[config.mk]
export PLATFORM = sky130hd
export DESIGN_NAME = cycle_sequencer
export DESIGN_NICKNAME = d
export VERILOG_FILES = /design/src/rtl/cycle_sequencer_pkg.sv /design/src/rtl/call_stack.sv /design/src/rtl/cycle_sequencer.sv
export SDC_FILE = /design/constraint.sdc
export NUM_CORES = 1
export LEC_CHECK = 0
export BUFFER_PORTS_ARGS = -buffer_cell sky130_fd_sc_hd__buf_2
export CORE_MARGIN = 2
export CORE_UTILIZATION = 53
export CTS_CLUSTER_SIZE = 24
export DETAILED_ROUTE_END_ITERATION = 10
export PLACE_DENSITY = 0.76
export SYNTH_ARGS = -nofsm -noshare
export SYNTH_HDL_FRONTEND = slang
export SYNTH_SLANG_ARGS = --single-unit
[constraint.sdc]
create_clock -name clk -period 2.53 [get_ports clk]
set_input_delay 0.1265 -clock clk [delete_from_list [all_inputs] [get_ports clk]]
set_output_delay 0.1265 -clock clk [all_outputs]
set_load 0.05 [all_outputs]
[src/rtl/cycle_sequencer_pkg.sv]
// Shared widths, phase encodings and opcode decode patterns for the
// four-phase instruction cycle sequencer.
package cycle_sequencer_pkg;

  localparam int PC_W        = 11;
  localparam int OP_W        = 14;
  localparam int STACK_DEPTH = 8;
  localparam int SP_W        = $clog2(STACK_DEPTH);
  localparam int DEPTH_W     = SP_W + 1;

  localparam logic [3:0] Q1_OH = 4'b0001;
  localparam logic [3:0] Q2_OH = 4'b0010;
  localparam logic [3:0] Q3_OH = 4'b0100;
  localparam logic [3:0] Q4_OH = 4'b1000;

  typedef enum logic [3:0] {
    PH_Q1 = Q1_OH,
    PH_Q2 = Q2_OH,
    PH_Q3 = Q3_OH,
    PH_Q4 = Q4_OH
  } phase_t;

  localparam logic [OP_W-1:0] GOTO_MASK    = 14'h3800;
  localparam logic [OP_W-1:0] GOTO_MATCH   = 14'h2800;
  localparam logic [OP_W-1:0] CALL_MASK    = 14'h3800;
  localparam logic [OP_W-1:0] CALL_MATCH   = 14'h2000;
  localparam logic [OP_W-1:0] RETURN_MASK  = 14'h3FFF;
  localparam logic [OP_W-1:0] RETURN_MATCH = 14'h0008;
  localparam logic [OP_W-1:0] FSZ_MASK     = 14'h3F00;
  localparam logic [OP_W-1:0] DECFSZ_MATCH = 14'h0B00;
  localparam logic [OP_W-1:0] INCFSZ_MATCH = 14'h0F00;
  localparam logic [OP_W-1:0] BIT_MASK     = 14'h3C00;
  localparam logic [OP_W-1:0] BTFSC_MATCH  = 14'h1800;
  localparam logic [OP_W-1:0] BTFSS_MATCH  = 14'h1C00;

  typedef enum logic [2:0] {
    OP_SEQ,
    OP_GOTO,
    OP_CALL,
    OP_RETURN,
    OP_SKIP
  } op_class_t;

  function automatic op_class_t decode_op(input logic [OP_W-1:0] op);
    op_class_t cls;
    cls = OP_SEQ;
    if ((op & GOTO_MASK) == GOTO_MATCH)
      cls = OP_GOTO;
    else if ((op & CALL_MASK) == CALL_MATCH)
      cls = OP_CALL;
    else if ((op & RETURN_MASK) == RETURN_MATCH)
      cls = OP_RETURN;
    else if (((op & FSZ_MASK) == DECFSZ_MATCH) || ((op & FSZ_MASK) == INCFSZ_MATCH) ||
             ((op & BIT_MASK) == BTFSC_MATCH)  || ((op & BIT_MASK) == BTFSS_MATCH))
      cls = OP_SKIP;
    return cls;
  endfunction

endpackage

[src/rtl/call_stack.sv]
// Circular 8-entry return-address stack: overflow overwrites the oldest entry,
// underflow still returns the slot under the wrapped pointer.
module call_stack
  import cycle_sequencer_pkg::*;
(
  input  logic               clk,
  input  logic               reset,
  input  logic               push,
  input  logic               pop,
  input  logic [PC_W-1:0]    din,
  output logic [PC_W-1:0]    top,
  output logic [DEPTH_W-1:0] depth,
  output logic               ovf,
  output logic               unf
);

  localparam logic [DEPTH_W-1:0] FULL = DEPTH_W'(STACK_DEPTH);

  logic [PC_W-1:0] mem [STACK_DEPTH];
  logic [SP_W-1:0] sp;
  logic [SP_W-1:0] sp_top;

  // sp points at the next free slot; the top of stack sits one below it
  assign sp_top = sp - SP_W'(1);
  assign top    = mem[sp_top];

  always_ff @(posedge clk) begin
    if (push)
      mem[sp] <= din;
  end

  always_ff @(posedge clk or posedge reset) begin
    if (reset) begin
      sp    <= '0;
      depth <= '0;
      ovf   <= 1'b0;
      unf   <= 1'b0;
    end else if (push) begin
      sp <= sp + SP_W'(1);
      if (depth == FULL)
        ovf <= 1'b1;
      else
        depth <= depth + DEPTH_W'(1);
    end else if (pop) begin
      sp <= sp_top;
      if (depth == '0)
        unf <= 1'b1;
      else
        depth <= depth - DEPTH_W'(1);
    end
  end

endmodule

[src/rtl/cycle_sequencer.sv]
// Four-phase instruction cycle sequencer with fetch/execute overlap,
// control-flow flush and a circular call stack.
//   state | meaning
//   PH_Q1 | decode / operand read
//   PH_Q2 | execute
//   PH_Q3 | write back
//   PH_Q4 | cycle end; boundary edge when hold=0, stall while hold=1
module cycle_sequencer
  import cycle_sequencer_pkg::*;
(
  input  logic               clk,
  input  logic               reset,
  input  logic [OP_W-1:0]    opcode,
  input  logic               skip_cond,
  input  logic               hold,
  output logic [PC_W-1:0]    pc,
  output logic [3:0]         q,
  output logic [OP_W-1:0]    ir,
  output logic               exec_valid,
  output logic               ir_load,
  output logic [DEPTH_W-1:0] depth,
  output logic               stack_ovf,
  output logic               stack_unf
);

  phase_t          phase;
  op_class_t       op_class;
  logic [PC_W-1:0] pc_inc;
  logic [PC_W-1:0] pc_next;
  logic [PC_W-1:0] stk_top;
  logic            ev_next;
  logic            do_push;
  logic            do_pop;

  assign q        = phase;
  assign ir_load  = q[3] & ~hold;
  assign op_class = decode_op(ir);
  assign pc_inc   = pc + PC_W'(1);

  // A flushed cycle ignores its instruction entirely, including skip_cond
  always_comb begin
    pc_next = pc_inc;
    ev_next = 1'b1;
    do_push = 1'b0;
    do_pop  = 1'b0;
    if (exec_valid) begin
      case (op_class)
        OP_GOTO: begin
          pc_next = ir[PC_W-1:0];
          ev_next = 1'b0;
        end
        OP_CALL: begin
          pc_next = ir[PC_W-1:0];
          ev_next = 1'b0;
          do_push = 1'b1;
        end
        OP_RETURN: begin
          pc_next = stk_top;
          ev_next = 1'b0;
          do_pop  = 1'b1;
        end
        OP_SKIP: begin
          if (skip_cond)
            ev_next = 1'b0;
        end
        default: ;
      endcase
    end
  end

  always_ff @(posedge clk or posedge reset) begin
    if (reset) begin
      phase      <= PH_Q1;
      pc         <= '0;
      ir         <= '0;
      exec_valid <= 1'b0;
    end else begin
      case (phase)
        PH_Q1: phase <= PH_Q2;
        PH_Q2: phase <= PH_Q3;
        PH_Q3: phase <= PH_Q4;
        PH_Q4: begin
          if (!hold) begin
            phase      <= PH_Q1;
            pc         <= pc_next;
            ir         <= opcode;
            exec_valid <= ev_next;
          end
        end
        default: phase <= PH_Q1;
      endcase
    end
  end

  call_stack u_call_stack (
    .clk   (clk),
    .reset (reset),
    .push  (ir_load & do_push),
    .pop   (ir_load & do_pop),
    .din   (pc),
    .top   (stk_top),
    .depth (depth),
    .ovf   (stack_ovf),
    .unf   (stack_unf)
  );

endmodule

==> results of run 1 <==
[cells by family after synthesis]
group                    Yosys count  synth area share
XOR/XNOR                           5           0.00800
multiplexers                      36             0.117
AO/OA/AOI/OAI                     51            0.0637
adder cells (fa/ha/maj)            6            0.0151
flip-flops                       127             0.661
buffers and inverters             26            0.0222
AND/OR/NAND/NOR                  124             0.113
[worst register-to-register path, delay by kind of cell, from the launching register on]
| family | cells | cell delay (ns) |
|---|---|---|
| AOI/OAI and AO/OA | 4 | 0.79 |
| adders and majority gates | 1 | 0.30 |
| buffers and inverters | 1 | 0.14 |
| DFF | 1 | 0.44 |
| and+or+nand+nor | 3 | 0.60 |
[cell type report]
cell class	count	area, um2	area share
flip-flops and latches	127	3620	0.535
multi-input cells	222	1770	0.262
repair buffers	87	583	0.0861
clock buffers	17	414	0.0611
clock inverters	15	185	0.0273
well taps	136	170	0.0251
inverters	7	26.3	0.00388
[routing by layer]
layer  up-vias  track usage  wire length [um]
met4         0        0.105               350
met2       206        0.377              6000
met3        29       0.0631              1080
li1       1633            -                 -
met5         -            0                 0
met1      1832        0.314              4890
[power groups by stage]
stage | Sequential (mW) | Clock, mW | Combinational (mW)
after floorplan | 3.55 | 0 | 1.03
after global placement | 2.94 | 0 | 2.24
after detailed placement | 2.97 | 0 | 2.27
after CTS | 2.93 | 2.46 | 2.31
after global routing | 2.99 | 2.54 | 2.46
final | 2.95 | 2.43 | 2.31
[what timing repair did]
action                                 CTS  global route
hold buffers                            16             0
resized for setup                        0             0
setup buffers                            0             0
endpoints found under the hold margin   38             0
setup endpoints to repair                0             0
[layout by cell type (no fill, tap or decap), drive strengths merged, types with 3 or more instances in the layout]
| cell type | n |
|---|---|
| o21a | 3 |
| nor3 | 12 |
| nor2 | 12 |
| dlygate4sd3 | 16 |
| clkinv | 4 |
| buf | 71 |
| and4 | 3 |
| nand2 | 59 |
| a21o | 4 |
| clkinvlp | 4 |
| nor4 | 9 |
| a21oi | 9 |
| xor2 | 3 |
| o211ai | 6 |
| clkbuf | 17 |
| nor3b | 4 |
| ha | 5 |
| and3 | 4 |
| mux2 | 6 |
| nor4b | 4 |
| mux4 | 22 |
| mux2i | 8 |
| dfrtp | 38 |
| o21ai | 10 |
| inv | 11 |
| a22oi | 3 |
| bufinv | 3 |
| edfxtp | 88 |
| nand3 | 6 |
| a31oi | 3 |
[worst max-delay path by stage]
| stage | endpoint | slack (ns) | cells after the start |
|---|---|---|---|
| after floorplan | u_call_stack.mem[1][0]$_DFFE_PP_ | -0.03 | 4 |
| after global placement | u_call_stack.depth[3]$_DFFE_PP0P_ | 0.30 | 9 |
| after detailed placement | u_call_stack.depth[3]$_DFFE_PP0P_ | 0.18 | 9 |
| after CTS | u_call_stack.depth[3]$_DFFE_PP0P_ | 0.17 | 9 |
| after global routing | u_call_stack.depth[3]$_DFFE_PP0P_ | 0.03 | 9 |
| final | u_call_stack.depth[3]$_DFFE_PP0P_ | 0.13 | 9 |
[through the flow]
| step | hold slack (ns) | utilization | cell area (um2) |
|---|---|---|---|
| 2_1_floorplan | 0.232 | - | 5510 |
| 6_report | 0.0773 | 0.665 | 6770 |
| 5_1_grt | 0.110 | 0.665 | 6770 |
| 4_1_cts | 0.0620 | 0.665 | 6770 |
| 3_3_place_gp | 0.315 | 0.591 | 6010 |
| 3_5_place_dp | 0.321 | 0.591 | 6010 |
[sequential cells by signal, summed over array words and instances (netlist names)]
register,flops
u_call_stack.mem,88
ir,14
pc,11
q,4
u_call_stack.depth,4
u_call_stack.sp,3
exec_valid,1
u_call_stack.ovf,1
u_call_stack.unf,1
==> flow_summary_export.csv, run 1 <==
group,metric,value,unit
global_route,vias_in_the_first_global_route,3698,
power,peakVddDrop,0.000824,V
cells_and_area,layoutNonFillerInstCount,611,
timing,totalNegativeSetupSlack,0,ns
power,p_int,4.81,mW
timing,max_freq,417,MHz
global_route,largest_net_degree_at_the_start_of_global_routing,31,
floorplanning,pin_count,55,
power,sw_frac_of_total,0.374,
cells_and_area,design.final.nets,486,
timing,skew,0.0106,ns
critical_path,critical_path.most_common_cell,"a21oi_1",
placed_design,place_hpwl,7480,um
yosys,synth_commonest_cells,"edfxtp_1, nand2_1, dfrtp_1, mux4_2, nor2_1",
yosys,post_synth_main_area_contributors,"edfxtp_1, dfrtp_1, mux4_2",
clock_network,clock_sink_count,127,
yosys,postSynth.asyncResetShare,0.307,
flow_run,max-cap-violations,0,
clock_network,cts_root_buf,"clkbuf_8",
power,net-switching-power,2.87,mW
critical_path,critical-path-max-stage-delay,0.44,ns
timing,worst_slew_margin_rel,0.349,
hold_path,worstHoldPathCells,4,
outcome,run_status,"finished clean",
global_route,grt_first_pass_wirelength,19700,um
critical_path,setup.worst_path.end_class,"flip-flop",
yosys,synthCells,375,
critical_path,rrSetupSlack,0.13,ns
placed_design,detailedPlace.worstSlack,0.180,ns
cells_and_area,n_antenna_cell,0,
global_route,overflow_after_grt,0,
timing,period_minus_ws_final,2.40,ns
cells_and_area,post_route_cells_drive_above_1_share,0.307,
critical_path,cp_data_arrival_time,2.79,ns
clock_network,clock_latency,0.53,ns
power,comb_power_share,0.301,
detailed_routing,post_drt_via_cell_ratio,6.06,
critical_path,timing.reg2reg.worst_path_depth,9,
power,power.sequential.fraction,0.383,
yosys,netlist.top_cell.by_area,"edfxtp_1",
floorplanning,initial_core_util,0.538,
yosys,most_numerous_cell_in_the_yosys_netlist,"edfxtp_1",
cells_and_area,flow.area_growth_from_synthesis,23.7,%
yosys,ys_ff_latch,127,
yosys,postSynthNetCount,399,
placed_design,gp_routability_congestion,0.857,
timing,finalMaxSlewViolations,0,
detailed_routing,routed-via-count,3700,
floorplanning,die_w,106,um
detailed_routing,drt-total-wl,12300,um
detailed_routing,drt_pre_antenna_iters,5,
timing,rsz0062_at_grt,"false",
critical_path,cp_max_fanout,11,
hold_path,min_delay_worst_endpoint,"exec_valid$_DFFE_PP0P_",
power,power.clock.fraction,0.316,
hold_path,timing.hold.worst.start,"skip_cond",
clock_network,numCtsBuffers,17,
yosys,synth_edf_count,88,
cells_and_area,final.fill_count,709,
timing,layout_worst_path_cycle_share,0.949,
floorplanning,placeableCoreArea,10200,um2
placed_design,port-buffer-count,54,
detailed_routing,antenna_left,0,
yosys,syn-mean-instance-area,14.6,um2
detailed_routing,drt_iter0_markers,410,
power,power_per_cell_area,1130,nW/um2
critical_path,timing.rr.start,"ir[12]$_DFFE_PP0P_",
critical_path,worstSetupStartpoint,"ir[12]$_DFFE_PP0P_",
critical_path,startpoint_types,"flip-flop",
yosys,synth-warning-count,0,
critical_path,r2r-end,"u_call_stack.depth[3]$_DFFE_PP0P_",
detailed_routing,post-route-drc-count,0,
timing,hold_viol,0,
yosys,post_synth_num_cell_types,56,
placed_design,place_inst,563,
clock_network,cts_htree_levels,4,
clock_network,clk_pin_slew,0.06,ns
clock_network,tritoncts,"built",
critical_path,path_delay_family,"compound AO/OA/AOI/OAI gates",
critical_path,worst-endpoint-required,2.92,ns
yosys,share_of_the_synthesized_area_in_the_top_cell_type,0.482,
hold_path,worst_hold_path_type,"in2reg",
floorplanning,num_rows,37,
critical_path,cp.buffers_inverters,1,
power,totalPowerFinal,7.68,mW
critical_path,crit_slowest_cell,"dfrtp_1",
critical_path,path_cells,"nand3b_1, nor3_4, inv_2, ha_1, a21o_1, a21oi_1, nor2_1, a311oi_1, a21oi_1",
clock_network,cts-root-to-sink-buffers,2,
critical_path,setup.worst_path.class,"reg2reg",
timing,tightest_slew,0.976,ns
timing,setup_viol,0,
timing,postLayoutSetupSlackWorst,0.130,ns
power,power_leakage,2.67,nW
floorplanning,die-area,11200,um2
yosys,synthFlopType,"edfxtp_1",
global_route,initial_antenna_violation_count,0,
yosys,seq_area_frac_synth,0.661,
global_route,track_usage,0.239,
floorplanning,die_y,106,um
yosys,synthesis.area,5480,um2
detailed_routing,routed_wire_length_per_instance,20.2,um
Power figures use the tool's default switching activity.
==> run 2: changes to the inputs <==
Settings changed: REMOVE_ABC_BUFFERS from default to 1.
==> run 2 against run 1 <==
Effect of this change:
- routed wire length grew 3.3%
- maximum frequency grew 2.1%
- die area is the same
- first-iteration DRC count shrank 3.2%
- core utilization shrank 0.79 points
- non-clock buffer count grew 1
- critical path depth shrank 2
- sequential power shrank 2%
- hold slack lost 0.027 ns
- clock-buffer cell count grew 3
- setup slack gained 0.050 ns
- largest cell class unchanged
- largest power group unchanged
==> flow_summary_export.csv, run 2 (same netlist as run 1, synthesis figures left out) <==
group,metric,value,unit
cells_and_area,largest_register_by_flop_count,"u_call_stack.mem",
critical_path,critical-path-max-stage-delay,0.55,ns
timing,tightest_slew,0.792,ns
power,power_leakage,2.65,nW
clock_network,tritoncts,"built",
detailed_routing,drt_pre_antenna_iters,5,
timing,worst_slew_margin_rel,0.471,
global_route,vias_in_the_first_global_route,3681,
detailed_routing,antenna_left,0,
placed_design,detailedPlace.worstSlack,0.201,ns
clock_network,cts-root-to-sink-buffers,2,
clock_network,clock_latency,0.52,ns
timing,skew,0.00755,ns
outcome,run_status,"finished clean",
power,totalPowerFinal,7.46,mW
floorplanning,num_rows,37,
floorplanning,die_y,106,um
cells_and_area,final.fill_count,684,
cells_and_area,layout.cells.most_common,"edfxtp_1",
critical_path,cp_max_fanout,10,
floorplanning,pin_count,55,
cells_and_area,reg.largest.list,"u_call_stack.mem: 88 flops, ir: 14 flops, pc: 11 flops",
cells_and_area,most_frequent_cells_in_the_layout,"edfxtp_1, nand2_1, buf_2",
floorplanning,initial_core_util,0.538,
critical_path,setup.worst_path.end_class,"flip-flop",
detailed_routing,post-route-drc-count,0,
clock_network,numCtsBuffers,17,
clock_network,clk_pin_slew,0.06,ns
cells_and_area,layout.area.seq,3620,um2
placed_design,gp_routability_congestion,0.819,
cells_and_area,flow.area_growth_from_synthesis,22.2,%
cells_and_area,fin_util,0.657,
critical_path,path_cells,"inv_1, ha_1, buf_4, mux4_2, mux2_2, nand2_1, nand4_1",
detailed_routing,routed-via-count,3716,
cells_and_area,largest_register_ffs,88,
timing,hold_viol,0,
global_route,track_usage,0.244,
detailed_routing,drt-total-wl,12700,um
cells_and_area,n_antenna_cell,0,
power,peakVddDrop,0.00109,V
critical_path,crit_slowest_cell,"ha_1",
power,power_per_cell_area,1110,nW/um2
timing,rsz0062_at_grt,"false",
clock_network,cts_htree_levels,4,
floorplanning,placeableCoreArea,10200,um2
placed_design,place_inst,564,
timing,max_freq,425,MHz
timing,totalNegativeSetupSlack,0,ns
timing,postLayoutSetupSlackWorst,0.180,ns
cells_and_area,layoutNonFillerInstCount,612,
cells_and_area,post_route_cells_drive_above_1_share,0.298,
critical_path,worst-endpoint-required,2.91,ns
detailed_routing,drt_iter0_markers,397,
critical_path,startpoint_types,"flip-flop",
flow_run,max-cap-violations,0,
timing,layout_worst_path_cycle_share,0.929,
timing,finalMaxSlewViolations,0,
detailed_routing,routed_wire_length_per_instance,20.8,um
critical_path,cp_data_arrival_time,2.73,ns
detailed_routing,post_drt_via_cell_ratio,6.07,
cells_and_area,area_occupied_by_multi_input_gates,1760,um2
timing,setup_viol,0,
global_route,initial_antenna_violation_count,0,
clock_network,clock_sink_count,127,
global_route,overflow_after_grt,0,
critical_path,setup.worst_path.class,"reg2reg",
placed_design,place_hpwl,7660,um
floorplanning,die-area,11200,um2
critical_path,rrSetupSlack,0.18,ns
clock_network,cts_root_buf,"clkbuf_8",
floorplanning,die_w,106,um
placed_design,port-buffer-count,54,
global_route,largest_net_degree_at_the_start_of_global_routing,33,
global_route,grt_first_pass_wirelength,20200,um
timing,period_minus_ws_final,2.35,ns
cells_and_area,design.final.nets,487,
hold_path,worst_hold_path_type,"in2reg",
## run 2: cell type report
| type | instances | share of cell area |
|---|---|---|
| flip-flops and latches | 127 | 0.541 |
| multi-input cells | 222 | 0.264 |
| repair buffers | 88 | 0.0845 |
| well taps | 136 | 0.0254 |
| clock buffers | 20 | 0.0650 |
| clock inverters | 12 | 0.0168 |
| inverters | 7 | 0.00393 |
## run 2: worst max-delay path: cells and delay by family (launching register included)
family	cells	cell delay, ns
multiplexers	2	0.60
buffers and inverters	2	0.37
adder cells (fa/ha/maj)	1	0.55
AND/OR/NAND/NOR	2	0.19
flip-flops	1	0.48
## run 2: stage by stage
step / hold slack, ns / area [um2]
2_1_floorplan: 0.232 / 5380
3_3_place_gp: 0.305 / 5980
3_5_place_dp: 0.314 / 5980
4_1_cts: 0.0216 / 6690
5_1_grt: 0.122 / 6690
6_report: 0.0506 / 6690
## run 2: what timing repair did
| action | in CTS | in global routing |
|---|---|---|
| resized for setup | 0 | 1 |
| hold endpoints to repair | 32 | 0 |
| setup endpoints to repair | 0 | 1 |
| hold buffers | 16 | 0 |
| setup buffers | 0 | 0 |
## run 2: metal layers
metal	vias up	part of all wire	GRT usage	routed length [um]
met2	182	0.51	0.391	6480
met4	0	0.017	0.0883	217
met1	1878	0.39	0.320	5000
met3	26	0.081	0.0730	1030
li1	1630	-	-	-
met5	-	0	0	0
## run 2: final timing paths
kind                                           startpoint                                end  cells after the start
max                        u_call_stack.sp[1]$_DFFE_PP0P_                  pc[6]$_DFFE_PP0P_                      7
min                                             skip_cond             exec_valid$_DFFE_PP0P_                      4
max reg2reg                u_call_stack.sp[1]$_DFFE_PP0P_                  pc[6]$_DFFE_PP0P_                      7
min reg2reg                  u_call_stack.ovf$_DFFE_PP0P_       u_call_stack.ovf$_DFFE_PP0P_                      1
max in group asynchronous                           reset                  ir[6]$_DFFE_PP0P_                      4
min in group asynchronous                           reset  u_call_stack.depth[0]$_DFFE_PP0P_                      3
## run 2: report_power, final
group          leakage [nW]  total (mW)  switching, mW  internal [mW]
sequential             1.31        2.90          0.389           2.51
combinational          1.07        2.33           1.55          0.778
clock                 0.265        2.23          0.895           1.33
total                  2.65        7.46           2.84           4.62
